`src/rtl/wb_management_bridge_pkg.sv`:
```
// -----------------------------------------------------------------------------
// wb_management_bridge_pkg
//   Shared management-bus definitions used by the bridge RTL, its testbench and
//   software: bus widths, the Wishbone window nibble that selects the bridge,
//   the management register offsets and the core window.
// -----------------------------------------------------------------------------
package wb_management_bridge_pkg;

  localparam int unsigned WB_ADR_W   = 24;
  localparam int unsigned WB_DAT_W   = 32;
  localparam int unsigned WB_SEL_W   = 4;
  localparam int unsigned MGMT_ADR_W = 20;

  // Value of wb_adr_i[23:20] that selects the management window.
  localparam logic [3:0] WB_WINDOW_NIBBLE = 4'h0;

  // Management register offsets inside the 1 MiB management window.
  localparam logic [MGMT_ADR_W-1:0] MGMT_REG_0_OFFSET = 20'h00000;
  localparam logic [MGMT_ADR_W-1:0] MGMT_REG_1_OFFSET = 20'h00004;
  localparam logic [MGMT_ADR_W-1:0] MGMT_REG_2_OFFSET = 20'h00008;

  // Core window: management addresses 0x1xxxx (address bits [19:16] == 1).
  localparam logic [3:0] MGMT_CORE_WINDOW = 4'h1;

  function automatic logic in_wb_window(input logic [WB_ADR_W-1:0] adr,
                                        input logic [3:0]          base);
    return adr[WB_ADR_W-1 -: 4] == base;
  endfunction

  function automatic logic is_core_address(input logic [MGMT_ADR_W-1:0] adr);
    return adr[MGMT_ADR_W-1 -: 4] == MGMT_CORE_WINDOW;
  endfunction

endpackage

```
`src/rtl/wb_management_bridge_if.sv`:
```
// -----------------------------------------------------------------------------
// wb_management_bridge_if
//   Wishbone classic bus between a host master and the management bridge.
//   Signal map to the classic names:
//     cyc   -> wb_cyc_i     stb -> wb_stb_i     we  -> wb_we_i
//     sel   -> wb_sel_i     adr -> wb_adr_i     dat_w -> wb_dat_i
//     dat_r -> wb_dat_o     ack -> wb_ack_o     err -> wb_error_o
//   modport master : host side (drives the request, receives the response)
//   modport slave  : bridge side
// -----------------------------------------------------------------------------
interface wb_management_bridge_if;
  import wb_management_bridge_pkg::*;

  logic                cyc;
  logic                stb;
  logic                we;
  logic [WB_SEL_W-1:0] sel;
  logic [WB_ADR_W-1:0] adr;
  logic [WB_DAT_W-1:0] dat_w;
  logic [WB_DAT_W-1:0] dat_r;
  logic                ack;
  logic                err;

  modport master (output cyc, stb, we, sel, adr, dat_w,
                  input  dat_r, ack, err);

  modport slave  (input  cyc, stb, we, sel, adr, dat_w,
                  output dat_r, ack, err);

endinterface

```
`src/rtl/wb_management_bridge.sv`:
```
// -----------------------------------------------------------------------------
// wb_management_bridge
//   Wishbone classic slave that turns host bus cycles into single-cycle
//   requests on the core management interface. A cycle hitting the window is
//   latched and presented for as long as JTAG owns the management bus; the
//   Wishbone cycle then ends with ack (read data captured) or, after TIMEOUT
//   busy cycles, with error and all-ones data.
//
//   Parameters
//     BASE_ADDRESS : wb_adr_i[23:20] value that selects the bridge
//     TIMEOUT      : busy cycles tolerated before error (0 = wait forever)
//   Ports
//     clk, rst                  : clock, synchronous active-high reset
//     wb                        : Wishbone slave modport
//     wb_management_enable      : request valid (only in REQUEST)
//     wb_management_writeEnable : request is a write
//     wb_management_byteSelect  : latched byte select
//     wb_management_address     : latched wb_adr_i[19:0]
//     wb_management_writeData   : latched write data
//     wb_management_readData    : read data from the management block
//     wb_management_busy        : JTAG owns the bus, request not serviced
// -----------------------------------------------------------------------------
module wb_management_bridge
  import wb_management_bridge_pkg::*;
#(
  parameter logic [3:0]  BASE_ADDRESS = WB_WINDOW_NIBBLE,
  parameter int unsigned TIMEOUT      = 255
) (
  input  logic                  clk,
  input  logic                  rst,
  wb_management_bridge_if.slave wb,
  output logic                  wb_management_enable,
  output logic                  wb_management_writeEnable,
  output logic [WB_SEL_W-1:0]   wb_management_byteSelect,
  output logic [MGMT_ADR_W-1:0] wb_management_address,
  output logic [WB_DAT_W-1:0]   wb_management_writeData,
  input  logic [WB_DAT_W-1:0]   wb_management_readData,
  input  logic                  wb_management_busy
);

  typedef enum logic [1:0] {
    ST_IDLE    = 2'd0,
    ST_REQUEST = 2'd1,
    ST_RESPOND = 2'd2
  } state_t;

  // Wide enough to hold TIMEOUT itself; one bit when the timeout is disabled.
  localparam int unsigned CNT_W = (TIMEOUT == 0) ? 1 : $clog2(TIMEOUT + 1);
  localparam logic [CNT_W-1:0] CNT_LIMIT = CNT_W'(TIMEOUT);
  localparam logic [CNT_W-1:0] CNT_MAX   = '1;

  state_t                state_q;
  logic                  ack_q;
  logic                  err_q;
  logic [WB_DAT_W-1:0]   dat_q;
  logic                  we_q;
  logic [WB_SEL_W-1:0]   sel_q;
  logic [MGMT_ADR_W-1:0] adr_q;
  logic [WB_DAT_W-1:0]   wdat_q;
  logic [CNT_W-1:0]      cnt_q;

  logic hit;
  assign hit = wb.cyc && wb.stb && in_wb_window(wb.adr, BASE_ADDRESS);

  // NOTE: every register here is written with <= so all of them update from
  // the same pre-edge values; a blocking = would let later statements in this
  // block see already-updated state and change the FSM's behaviour.
  always_ff @(posedge clk) begin
    if (rst) begin
      // NOTE: the latched request fields are reset too, even though the
      // outputs are gated by state; it keeps them clean in simulation and is
      // only a few flops, unlike a real memory which should not be reset.
      state_q <= ST_IDLE;
      ack_q   <= 1'b0;
      err_q   <= 1'b0;
      dat_q   <= '0;
      we_q    <= 1'b0;
      sel_q   <= '0;
      adr_q   <= '0;
      wdat_q  <= '0;
      cnt_q   <= '0;
    end else begin
      // Terminations are single-cycle pulses.
      ack_q <= 1'b0;
      err_q <= 1'b0;
      case (state_q)
        ST_IDLE: begin
          if (hit) begin
            we_q    <= wb.we;
            sel_q   <= wb.sel;
            adr_q   <= wb.adr[MGMT_ADR_W-1:0];
            wdat_q  <= wb.dat_w;
            cnt_q   <= '0;
            state_q <= ST_REQUEST;
          end
        end
        ST_REQUEST: begin
          if (!wb.cyc) begin
            // Master gave up: silently drop the request.
            state_q <= ST_IDLE;
          end else if (!wb_management_busy) begin
            if (!we_q) dat_q <= wb_management_readData;
            ack_q   <= 1'b1;
            state_q <= ST_RESPOND;
          end else if (TIMEOUT != 0 && cnt_q == CNT_LIMIT) begin
            err_q   <= 1'b1;
            dat_q   <= '1;
            state_q <= ST_RESPOND;
          end else if (cnt_q != CNT_MAX) begin
            cnt_q <= cnt_q + CNT_W'(1);
          end
        end
        ST_RESPOND: state_q <= ST_IDLE;
        default:    state_q <= ST_IDLE;
      endcase
    end
  end

  assign wb.ack   = ack_q;
  assign wb.err   = err_q;
  assign wb.dat_r = dat_q;

  // Management request is decoded from state only; fields read zero when idle.
  assign wb_management_enable      = (state_q == ST_REQUEST);
  assign wb_management_writeEnable = wb_management_enable & we_q;
  assign wb_management_byteSelect  = {WB_SEL_W{wb_management_enable}} & sel_q;
  assign wb_management_address     = {MGMT_ADR_W{wb_management_enable}} & adr_q;
  assign wb_management_writeData   = {WB_DAT_W{wb_management_enable}} & wdat_q;

endmodule

```
`src/flat_wrapper.sv`:
```
// flat-port wrapper written by rule: the top's interface ports become plain ports
module wb_management_bridge_flat import wb_management_bridge_pkg::*;
#(
  parameter logic [3:0]  BASE_ADDRESS = WB_WINDOW_NIBBLE,
  parameter int unsigned TIMEOUT      = 255
)
  (clk, rst, wb_management_enable, wb_management_writeEnable, wb_management_byteSelect, wb_management_address, wb_management_writeData, wb_management_readData, wb_management_busy, wb_cyc, wb_stb, wb_we, wb_sel, wb_adr, wb_dat_w, wb_dat_r, wb_ack, wb_err);
  wb_management_bridge_if wb_i ();
  input  logic clk;
  input  logic rst;
  output logic wb_management_enable;
  output logic wb_management_writeEnable;
  output logic [WB_SEL_W-1:0] wb_management_byteSelect;
  output logic [MGMT_ADR_W-1:0] wb_management_address;
  output logic [WB_DAT_W-1:0] wb_management_writeData;
  input  logic [WB_DAT_W-1:0] wb_management_readData;
  input  logic wb_management_busy;
  input wire logic [$bits(wb_i.cyc)-1:0] wb_cyc;
  input wire logic [$bits(wb_i.stb)-1:0] wb_stb;
  input wire logic [$bits(wb_i.we)-1:0] wb_we;
  input wire logic [$bits(wb_i.sel)-1:0] wb_sel;
  input wire logic [$bits(wb_i.adr)-1:0] wb_adr;
  input wire logic [$bits(wb_i.dat_w)-1:0] wb_dat_w;
  output wire logic [$bits(wb_i.dat_r)-1:0] wb_dat_r;
  output wire logic [$bits(wb_i.ack)-1:0] wb_ack;
  output wire logic [$bits(wb_i.err)-1:0] wb_err;
  assign wb_i.cyc = wb_cyc;
  assign wb_i.stb = wb_stb;
  assign wb_i.we = wb_we;
  assign wb_i.sel = wb_sel;
  assign wb_i.adr = wb_adr;
  assign wb_i.dat_w = wb_dat_w;
  assign wb_dat_r = wb_i.dat_r;
  assign wb_ack = wb_i.ack;
  assign wb_err = wb_i.err;
  wb_management_bridge #(.BASE_ADDRESS(BASE_ADDRESS), .TIMEOUT(TIMEOUT)) u_core (.clk(clk), .rst(rst), .wb(wb_i), .wb_management_enable(wb_management_enable), .wb_management_writeEnable(wb_management_writeEnable), .wb_management_byteSelect(wb_management_byteSelect), .wb_management_address(wb_management_address), .wb_management_writeData(wb_management_writeData), .wb_management_readData(wb_management_readData), .wb_management_busy(wb_management_busy));
endmodule
```
`config.mk`:
```
export PLATFORM = sky130hd
export DESIGN_NAME = wb_management_bridge_flat
export DESIGN_NICKNAME = d
export VERILOG_FILES = /design/src/rtl/wb_management_bridge_pkg.sv /design/src/rtl/wb_management_bridge_if.sv /design/src/rtl/wb_management_bridge.sv /design/src/flat_wrapper.sv
export SDC_FILE = /design/constraint.sdc
export NUM_CORES = 1
export LEC_CHECK = 0
export CAP_MARGIN = 10
export CORE_AREA = 5 5 99 119
export DETAILED_ROUTE_END_ITERATION = 7
export DIE_AREA = 0 0 104 124
export PLACE_DENSITY = 0.86
export SLEW_MARGIN = 20
export SYNTH_ARGS = -nofsm -noshare
export SYNTH_HDL_FRONTEND = slang
export SYNTH_SLANG_ARGS = --single-unit
```
`constraint.sdc`:
```
create_clock -name clk -period 2 [get_ports clk]
set_clock_uncertainty 0.05 [all_clocks]
set_input_delay 0.6 -clock clk [delete_from_list [all_inputs] [get_ports clk]]
set_output_delay 0.6 -clock clk [all_outputs]
set_load 0.005 [all_outputs]
```
==> impl_metrics.toml, run 1 <==
[timing]
layout_min_cycle_time_ns = 2.127
max_slew.worst_pin.slew_ns = 0.6106
rsz0062_at_grt = "yes"
fmax_mhz = 470.0
layout_worst_path_cycle_share_pct = 106.4
timing_max_transition_violations_final = 0
fin_ws_ns = -0.1275
max_slew_margin_pct = 59.29
setup_viol_count_final = 48
timing.final.hold_violations = 0
timing.setup.tns_ns = -2.376

[clocking]
clkLatencyLatePin_ns = 0.33
cts_htree_levels = 3
tritoncts_buffer_count = 9
clock_tree.root_cell = "sky130_fd_sc_hd__clkbuf_16"
cts_tree = "done"
clock-sinks = 101
max-clock-path-buffers = 2
cts_hold_buf = 0
clk_transition_reported_paths_ns = 0.07

[global_routing]
groute.usage.overall_pct = 20.10
antenna_found_initial = 0
globalRouteOverflowTotal = 0
grt_pass1_wl_um = 21330
first_global_vias = 4369
grt_start_max_net_pins = 54

[power_and_ir_drop]
p_sw_share_pct = 21.49
power.share.sequential_pct = 49.0
p_clk_share_pct = 43.2
report.power.total_mw = 4.133
ir_drop_mv = 0.3512
comb_power_share_pct = 7.8
pwr_density_cell_mw_per_mm2 = 593.5
p_leak_nw = 2.626
internal_power_mw = 3.245
p_sw_uw = 888.1

[place]
dp_hpwl_um = 9271
io_buffers = 189
dpl.cell_count = 825
placer_congestion = 0.8860

[yosys]
yosysSeqAreaShare_pct = 47.02
count_of_cell_types_in_the_netlist = 41
yosys_warnings = 0
mappedNetlistArea_mm2 = 0.004300
mappedNetlistNets = 627
syn_avg_cell_area_um2 = 8.145
syn-instance-count = 528
synth.ff_latch_count = 101

[status]
run_status = "finished with violations"
failing_checks = "negative setup slack"

[worst_setup_path]
timing.critical_path.arrival_ns = 1.48
critical_path_peak_fanout = 7
critical_path_class = "reg2out"
setup.worst_path.start_class = "register"
critPathRequiredTime_ns = 1.35
worst_setup_path_end_kind = "output pin"

[floorplanning]
floorplan.rows = 41
initial_core_util_pct = 41.09
dieArea_mm2 = 0.01290
die_w_um = 104
floorplan.die.height_um = 124
area_inside_the_core_boundary_mm2 = 0.01047
ios = 190

[routing]
detailed_router_s_first_iteration_violation_count = 227
postRouteWirelength_um = 13770
route.detailed.drc = 0
via_count = 4367
first_pass_iters = 5
average_wire_length_per_cell_after_detail_routing_um = 16.14
postRouteAntennaNets = 0
vias_per_cell = 5.120

[final_layout]
layout.filler_cells = 818
final_cell_mix = "sky130_fd_sc_hd__clkdlybuf4s50_1, sky130_fd_sc_hd__nand2_1, sky130_fd_sc_hd__dfxtp_1"
final_net_count = 818
multi_input_area_mm2 = 0.002155
stdcell_count = 853
seqCellArea_mm2 = 0.002023
mostFrequentLayoutCell = "sky130_fd_sc_hd__clkdlybuf4s50_1"
layout-drive-gt1-share_pct = 24.72
antenna_cells_inserted = 0
area.growth.synth_to_final_pct = 61.91

[min_path]
class_of_the_tightest_hold_or_removal_check = "reg2reg"

[job]
cap_viol_max_count = 0
sequential cells by signal (all words and copies together), names as in the netlist:
signal / flops
u_core.state_q: 2
u_core.wdat_q: 32
u_core.wb.dat_r: 32
u_core.cnt_q: 8
u_core.we_q: 1
u_core.sel_q: 4
u_core.wb.err: 1
u_core.wb.ack: 1
u_core.adr_q: 20
cell usage after synthesis (all sizes together):
cell,n,area share (%)
nor4,1,0.29
and2,57,8.3
ha,1,0.29
o2111ai,1,0.20
nor3,36,7.2
buf,14,2.6
o211ai,2,0.47
nand2b,2,0.29
nand3,6,0.99
and4,2,0.41
or4,3,0.52
a41o,2,0.47
mux2i,1,0.23
o31ai,2,0.67
dfxtp,101,47
o311ai,1,0.20
o21ai,2,0.23
a21oi,91,11
o221ai,1,0.20
inv,3,0.26
o41ai,1,0.20
clkinv,1,0.087
o32ai,1,0.20
nand4,5,0.87
and3b,1,0.20
or2,1,0.15
a41oi,1,0.20
and3,1,0.15
nor2,36,3.1
o211a,1,0.23
clkbuf,28,2.4
nand2,122,11
layout make-up:
cell class,instances,area share (%)
clock buffer,11,3.486
clock inverter,5,0.9344
inverter,4,0.3953
multi-input combinational,381,30.94
sequential,101,29.06
tap,129,2.318
timing repair buffer,222,32.87
per-stage QoR:
stage / worst slack [ns] / area [um2] / hold slack, ns / util (%)
2_1_floorplan: 0.2421 / 4300 / 0.3817 / -
3_3_place_gp: -0.2601 / 6367 / 0.3870 / 60.84
3_5_place_dp: -0.3127 / 6367 / 0.3922 / 60.84
4_1_cts: -0.1814 / 6919 / 0.4025 / 66.12
5_1_grt: -0.1748 / 6963 / 0.4255 / 66.54
6_report: -0.1275 / 6963 / 0.4048 / 66.54
repair_timing:
item,in CTS,in global routing
resized for setup,235,61
setup endpoints to repair,58,90
cloned,5,1
pin swaps,18,12
hold endpoints to repair,0,0
buffers inserted,5,1
path summary, 6_finish.rpt:
check,cells past startpoint,endpoint,slack (ns),start
worst max-delay path,6,wb_management_writeData[2],-0.13,u_core.state_q[1]
worst max register to register,6,u_core.cnt_q[5],0.15,u_core.cnt_q[0]
worst min register to register,2,u_core.sel_q[1],0.40,u_core.sel_q[1]
worst min-delay path,2,u_core.sel_q[1],0.40,u_core.sel_q[1]
routing by layer:
metal | vias to the layer above | track usage [%] | routed length, um
met5 | - | 0 | 0
met3 | 18 | 5.340 | 991
li1 | 2138 | - | -
met4 | 0 | 6.235 | 199
met1 | 2039 | 23.51 | 5518
met2 | 172 | 36.08 | 7058
logic make-up (layout without fill, tap and decap cells):
logic type | Yosys count | in the layout | synth area share [%]
simple gates | 273 | 273 | 33.17
flops | 101 | 101 | 47.02
buf+inv | 46 | 242 | 5.411
fa+ha+maj | 1 | 1 | 0.2909
compound gates | 106 | 106 | 13.88
mux | 1 | 1 | 0.2328
critical path: stages, from the launching register on:
cell                       delay, ns
sky130_fd_sc_hd__dfxtp_2        0.33
sky130_fd_sc_hd__nand2b_4       0.16
sky130_fd_sc_hd__clkinv_8       0.11
sky130_fd_sc_hd__buf_12         0.15
sky130_fd_sc_hd__buf_16         0.13
sky130_fd_sc_hd__and2_4         0.14
sky130_fd_sc_hd__buf_6          0.11
power by group through the flow:
stage                     Sequential [mW]  Combinational [mW]  Clock [mW]
after global routing                 2.03               0.339        1.92
after CTS                            2.02               0.317        1.83
after floorplan                      2.07              0.0807           0
after detailed placement             2.07               0.307           0
final                                2.03               0.322        1.79
after global placement               2.07               0.303           0
(Power assumes the default switching activity.)
==> inputs of run 2 (changes only) <==
PLACE_DENSITY = 0.83   (was 0.86)
SLEW_MARGIN = 5   (was 20)
==> run 2 against run 1 <==
Net effect: the run still ends with negative setup slack left; highest routed layer unchanged; non-clock buffer count grew 1; die area did not move; critical endpoint is now wb_management_writeData[25]; critical path depth is the same.
==> impl_metrics.toml, run 2 (synthesis results as in run 1) <==
[final_layout]
finalCoreUtilization_pct = 66.70
stdcell_count = 854
area.growth.synth_to_final_pct = 62.32
antenna_cells_inserted = 0
mostFrequentLayoutCell = "sky130_fd_sc_hd__clkdlybuf4s50_1"
final_cell_mix = "sky130_fd_sc_hd__clkdlybuf4s50_1, sky130_fd_sc_hd__nand2_1, sky130_fd_sc_hd__dfxtp_1"
final_net_count = 819
layout-drive-gt1-share_pct = 25.66

[worst_setup_path]
worst_setup_path_endpoint = "wb_management_writeData[25]"
critPathRequiredTime_ns = 1.35
worst_setup_path_end_kind = "output pin"
crit_path_cell_trace = "nand2b_4 > clkinv_8 > buf_8 > buf_8 > and2_4 > buf_6"
critical_path_peak_fanout = 7
crit_path_launch = "u_core.state_q[1]"
worst_path_most_repeated_cell = "sky130_fd_sc_hd__buf_8"
cpMaxStageDelayCell = "sky130_fd_sc_hd__dfxtp_2"
regToRegEndpoint = "u_core.cnt_q[5]"
r2r_setup_slack_ns = 0.19
timing.critical_path.arrival_ns = 1.46
cpPeakStageDelay_ns = 0.33
critical_path_class = "reg2out"
worst_r2r_startpoint = "u_core.cnt_q[0]"
reg2regPathDepth = 6
setup.worst_path.start_class = "register"

[global_routing]
grt_pass1_wl_um = 21270
first_global_vias = 4356
grt_start_max_net_pins = 60
antenna_found_initial = 0
groute.usage.overall_pct = 19.97
globalRouteOverflowTotal = 0

[clocking]
clock_tree.root_cell = "sky130_fd_sc_hd__clkbuf_16"
tritoncts_buffer_count = 9
cts_tree = "done"
clock-sinks = 101
cts_hold_buf = 0
cts_htree_levels = 3
clkLatencyLatePin_ns = 0.33
max-clock-path-buffers = 2
clk_transition_reported_paths_ns = 0.07

[job]
cap_viol_max_count = 0

[routing]
postRouteAntennaNets = 0
route.detailed.drc = 0
average_wire_length_per_cell_after_detail_routing_um = 15.94
via_count = 4429
first_pass_iters = 5
postRouteWirelength_um = 13610
vias_per_cell = 5.186
detailed_router_s_first_iteration_violation_count = 191

[floorplanning]
area_inside_the_core_boundary_mm2 = 0.01047
floorplan.rows = 41
initial_core_util_pct = 41.09
die_w_um = 104
floorplan.die.height_um = 124
ios = 190
dieArea_mm2 = 0.01290

[timing]
setup_viol_count_final = 49
max_slew.worst_pin.slew_ns = 0.3472
fmax_mhz = 473.6
fin_ws_ns = -0.1116
final.hold.worst_slack_ns = 0.4077
max_slew_margin_pct = 76.79
rsz0062_at_grt = "yes"
layout_worst_path_cycle_share_pct = 105.6
timing_max_transition_violations_final = 0
timing.final.hold_violations = 0
layout_min_cycle_time_ns = 2.112

[place]
placement.setup.worst_slack_ns = -0.3429
dpl.cell_count = 827
placer_congestion = 0.8465
dp_hpwl_um = 9376
io_buffers = 189

[status]
failing_checks = "negative setup slack"
run_status = "finished with violations"

[power_and_ir_drop]
ir_drop_mv = 0.3496
pwr_density_cell_mw_per_mm2 = 581.9
p_leak_nw = 2.628

[min_path]
class_of_the_tightest_hold_or_removal_check = "reg2reg"
-- run 2: per-layer routing --
metal	up-vias	track usage [%]	share of wire, %
li1	2143	-	-
met5	-	0	0
met2	189	35.73	52
met3	20	5.910	7.9
met4	0	4.372	1.4
met1	2077	23.81	39
-- run 2: critical path, delay by kind of cell (launching register included) --
family                 cells  cell delay [ns]
AND/OR/NAND/NOR            2             0.32
flip-flops                 1             0.33
buffers and inverters      4             0.49
-- run 2: how the worst min path moves through the flow --
stage / startpoint / endpoint / slack (ns) / depth (start not counted)
global route: u_core.wdat_q[15] / u_core.wdat_q[15] / 0.42 / 2
detailed placement: u_core.wdat_q[19] / u_core.wdat_q[19] / 0.39 / 2
CTS: u_core.adr_q[2] / u_core.adr_q[2] / 0.40 / 2
finish: u_core.wdat_q[16] / u_core.wdat_q[16] / 0.41 / 2
global placement: u_core.adr_q[3] / u_core.adr_q[3] / 0.39 / 2
floorplan: u_core.adr_q[0] / u_core.adr_q[0] / 0.38 / 2
-- run 2: layout make-up --
| type | instances | area (um2) |
|---|---|---|
| multi-input combinational | 381 | 2172 |
| tap | 129 | 161.4 |
| sequential | 101 | 2023 |
| fill | 828 | 3485 |
| timing repair buffer | 223 | 2305 |
| clock buffer | 11 | 232.7 |
| clock inverter | 5 | 58.81 |
| inverter | 4 | 27.53 |
-- run 2: timing repair --
| item | 4_1_cts | 5_1_grt |
|---|---|---|
| pin swaps | 9 | 19 |
| gates cloned | 5 | 1 |
| setup endpoints to repair | 58 | 117 |
| setup buffers | 5 | 1 |
| resized for setup | 246 | 81 |
-- run 2: where the power goes --
part	internal [mW]	switching, mW
sequential	2.02	0.00565
clock	0.974	0.740
combinational	0.206	0.116
total	3.20	0.861
-- run 2: metrics by stage --
stage	total power, mW	TNS, ns	instance area (um2)
2_1_floorplan	2.151	0	4300
3_3_place_gp	2.379	-24.79	6370
3_5_place_dp	2.381	-28.20	6370
4_1_cts	4.098	-6.279	6802
5_1_grt	4.206	-5.196	6980
6_report	4.062	-2.198	6980
==> inputs of run 3 (changes only) <==
CORE_AREA = 5 5 104 125   (was 5 5 99 119)
DIE_AREA = 0 0 109 130   (was 0 0 104 124)
PLACE_DENSITY = 0.79   (was 0.83)
clock period = 1.9 ns   (was 2 ns; I/O delays follow)
==> run 3 against run 2 <==
Net effect: the flow still finishes with violations (negative setup slack); clock power rose by 8%; combinational power is 6.2% higher; count of clock-buffer cells in the layout stayed put; critical endpoint is now wb_management_writeData[12]; largest cell class unchanged; highest routed layer unchanged.
==> impl_metrics.toml, run 3 (synthesis results as in run 1) <==
[clocking]
cts_htree_levels = 3
max-clock-path-buffers = 2
clock-sinks = 101
cts_tree = "done"
clock_tree.root_cell = "sky130_fd_sc_hd__clkbuf_16"
cts_hold_buf = 0
clk_transition_reported_paths_ns = 0.07
clkLatencyLatePin_ns = 0.34
tritoncts_buffer_count = 9

[power_and_ir_drop]
power.share.sequential_pct = 49.3
internal_power_mw = 3.427
pwr_density_cell_mw_per_mm2 = 599.2
p_sw_share_pct = 20.73
p_clk_share_pct = 42.8
comb_power_share_pct = 7.9
ir_drop_mv = 0.4574
p_sw_uw = 896.2
p_leak_nw = 2.739
report.power.total_mw = 4.324

[place]
post_dp_area_mm2 = 0.006427
dp_hpwl_um = 9438
placer_congestion = 0.8142
io_buffers = 189

[final_layout]
finalCoreUtilization_pct = 62.38
final_net_count = 827
final_cell_mix = "sky130_fd_sc_hd__clkdlybuf4s50_1, sky130_fd_sc_hd__nand2_1, sky130_fd_sc_hd__dfxtp_1"
layout.cell_area.non_filler_mm2 = 0.007216
mostFrequentLayoutCell = "sky130_fd_sc_hd__clkdlybuf4s50_1"
antenna_cells_inserted = 0
area.growth.synth_to_final_pct = 67.79
layout-drive-gt1-share_pct = 28.14
layout.filler_cells = 968

[timing]
max_slew.worst_pin.slew_ns = 0.3467
setup_viol_count_final = 57
max_slew_margin_pct = 76.82
rsz0062_at_grt = "yes"
layout_min_cycle_time_ns = 2.079
timing.setup.tns_ns = -6.107
timing_max_transition_violations_final = 0
layout_worst_path_cycle_share_pct = 109.4
fmax_mhz = 480.9
final.hold.worst_slack_ns = 0.4094
timing.final.hold_violations = 0
fin_ws_ns = -0.1793

[min_path]
class_of_the_tightest_hold_or_removal_check = "reg2reg"

[routing]
postRouteAntennaNets = 0
detailed_router_s_first_iteration_violation_count = 234
postRouteWirelength_um = 14110
average_wire_length_per_cell_after_detail_routing_um = 15.87
vias_per_cell = 4.969
first_pass_iters = 6
route.detailed.drc = 0
via_count = 4417

[worst_setup_path]
cpPeakStageDelay_ns = 0.34
crit_path_cell_trace = "nand2b_4 > clkinv_8 > buf_12 > buf_16 > and2_4 > buf_6"
cp_num_buf_inv = 4
critical_path_peak_fanout = 6
cpMaxStageDelayCell = "sky130_fd_sc_hd__dfxtp_2"
timing.critical_path.arrival_ns = 1.46
worst_setup_path_end_kind = "output pin"
critical_path_class = "reg2out"
critPathRequiredTime_ns = 1.28
setup.worst_path.start_class = "register"
crit_family = "buffers and inverters"

[floorplanning]
initial_core_util_pct = 37.18
ios = 190
floorplan.die.height_um = 130
dieArea_mm2 = 0.01417
floorplan.rows = 43
die_w_um = 109
area_inside_the_core_boundary_mm2 = 0.01157

[global_routing]
grt_start_max_net_pins = 59
grt_pass1_wl_um = 21450
antenna_found_initial = 0
groute.usage.overall_pct = 18.93
first_global_vias = 4525
globalRouteOverflowTotal = 0

[status]
failing_checks = "negative setup slack"
run_status = "finished with violations"

[job]
cap_viol_max_count = 0
## run 3: tightest hold or removal path, cell delays in order (launching register included)
cell                      delay (ns)
sky130_fd_sc_hd__dfxtp_1        0.31
sky130_fd_sc_hd__nand2_1        0.05
sky130_fd_sc_hd__a21oi_1        0.05
## run 3: layout make-up
cell class / count / area [um2] / share of cell area [%]
multi-input cells: 381 / 2203 / 30.54
clock buffers: 11 / 252.7 / 3.503
flip-flops and latches: 101 / 2023 / 28.04
clock inverters: 4 / 47.55 / 0.6589
inverters: 4 / 27.53 / 0.3815
well taps: 157 / 196.4 / 2.722
repair buffers: 231 / 2465 / 34.16
## run 3: power groups by stage
| stage | combinational [mW] | sequential, mW | clock [mW] |
|---|---|---|---|
| 2_1_floorplan | 0.0850 | 2.18 | 0 |
| 3_3_place_gp | 0.322 | 2.18 | 0 |
| 3_5_place_dp | 0.324 | 2.18 | 0 |
| 4_1_cts | 0.337 | 2.13 | 1.88 |
| 5_1_grt | 0.365 | 2.13 | 1.99 |
| 6_report | 0.342 | 2.13 | 1.85 |
## run 3: what timing repair did
action	4_1_cts	5_1_grt
buffers inserted	8	1
setup endpoints to repair	74	116
resized for setup	292	58
pin swaps	21	10
gates cloned	5	4
## run 3: worst paths after layout
| path | startpoint | endpoint | slack, ns | cells after the start |
|---|---|---|---|---|
| max | u_core.state_q[1] | wb_management_writeData[12] | -0.18 | 6 |
| min | u_core.wdat_q[14] | u_core.wdat_q[14] | 0.41 | 2 |
| max reg2reg | u_core.cnt_q[0] | u_core.cnt_q[6] | 0.18 | 5 |
| min reg2reg | u_core.wdat_q[14] | u_core.wdat_q[14] | 0.41 | 2 |
## run 3: through the flow
step                      cells  setup WS, ns
after floorplan             528        0.1721
after global placement      858       -0.3416
after detailed placement    858       -0.3732
after CTS                   886       -0.2041
after global routing        889       -0.2295
final                       889       -0.1793
## run 3: per-layer routing
metal	vias up	GRT usage [%]	wire length, um
li1	2156	-	-
met1	2076	21.55	5595
met2	166	34.16	7206
met3	19	4.354	1017
met4	0	7.132	290
met5	-	0	0
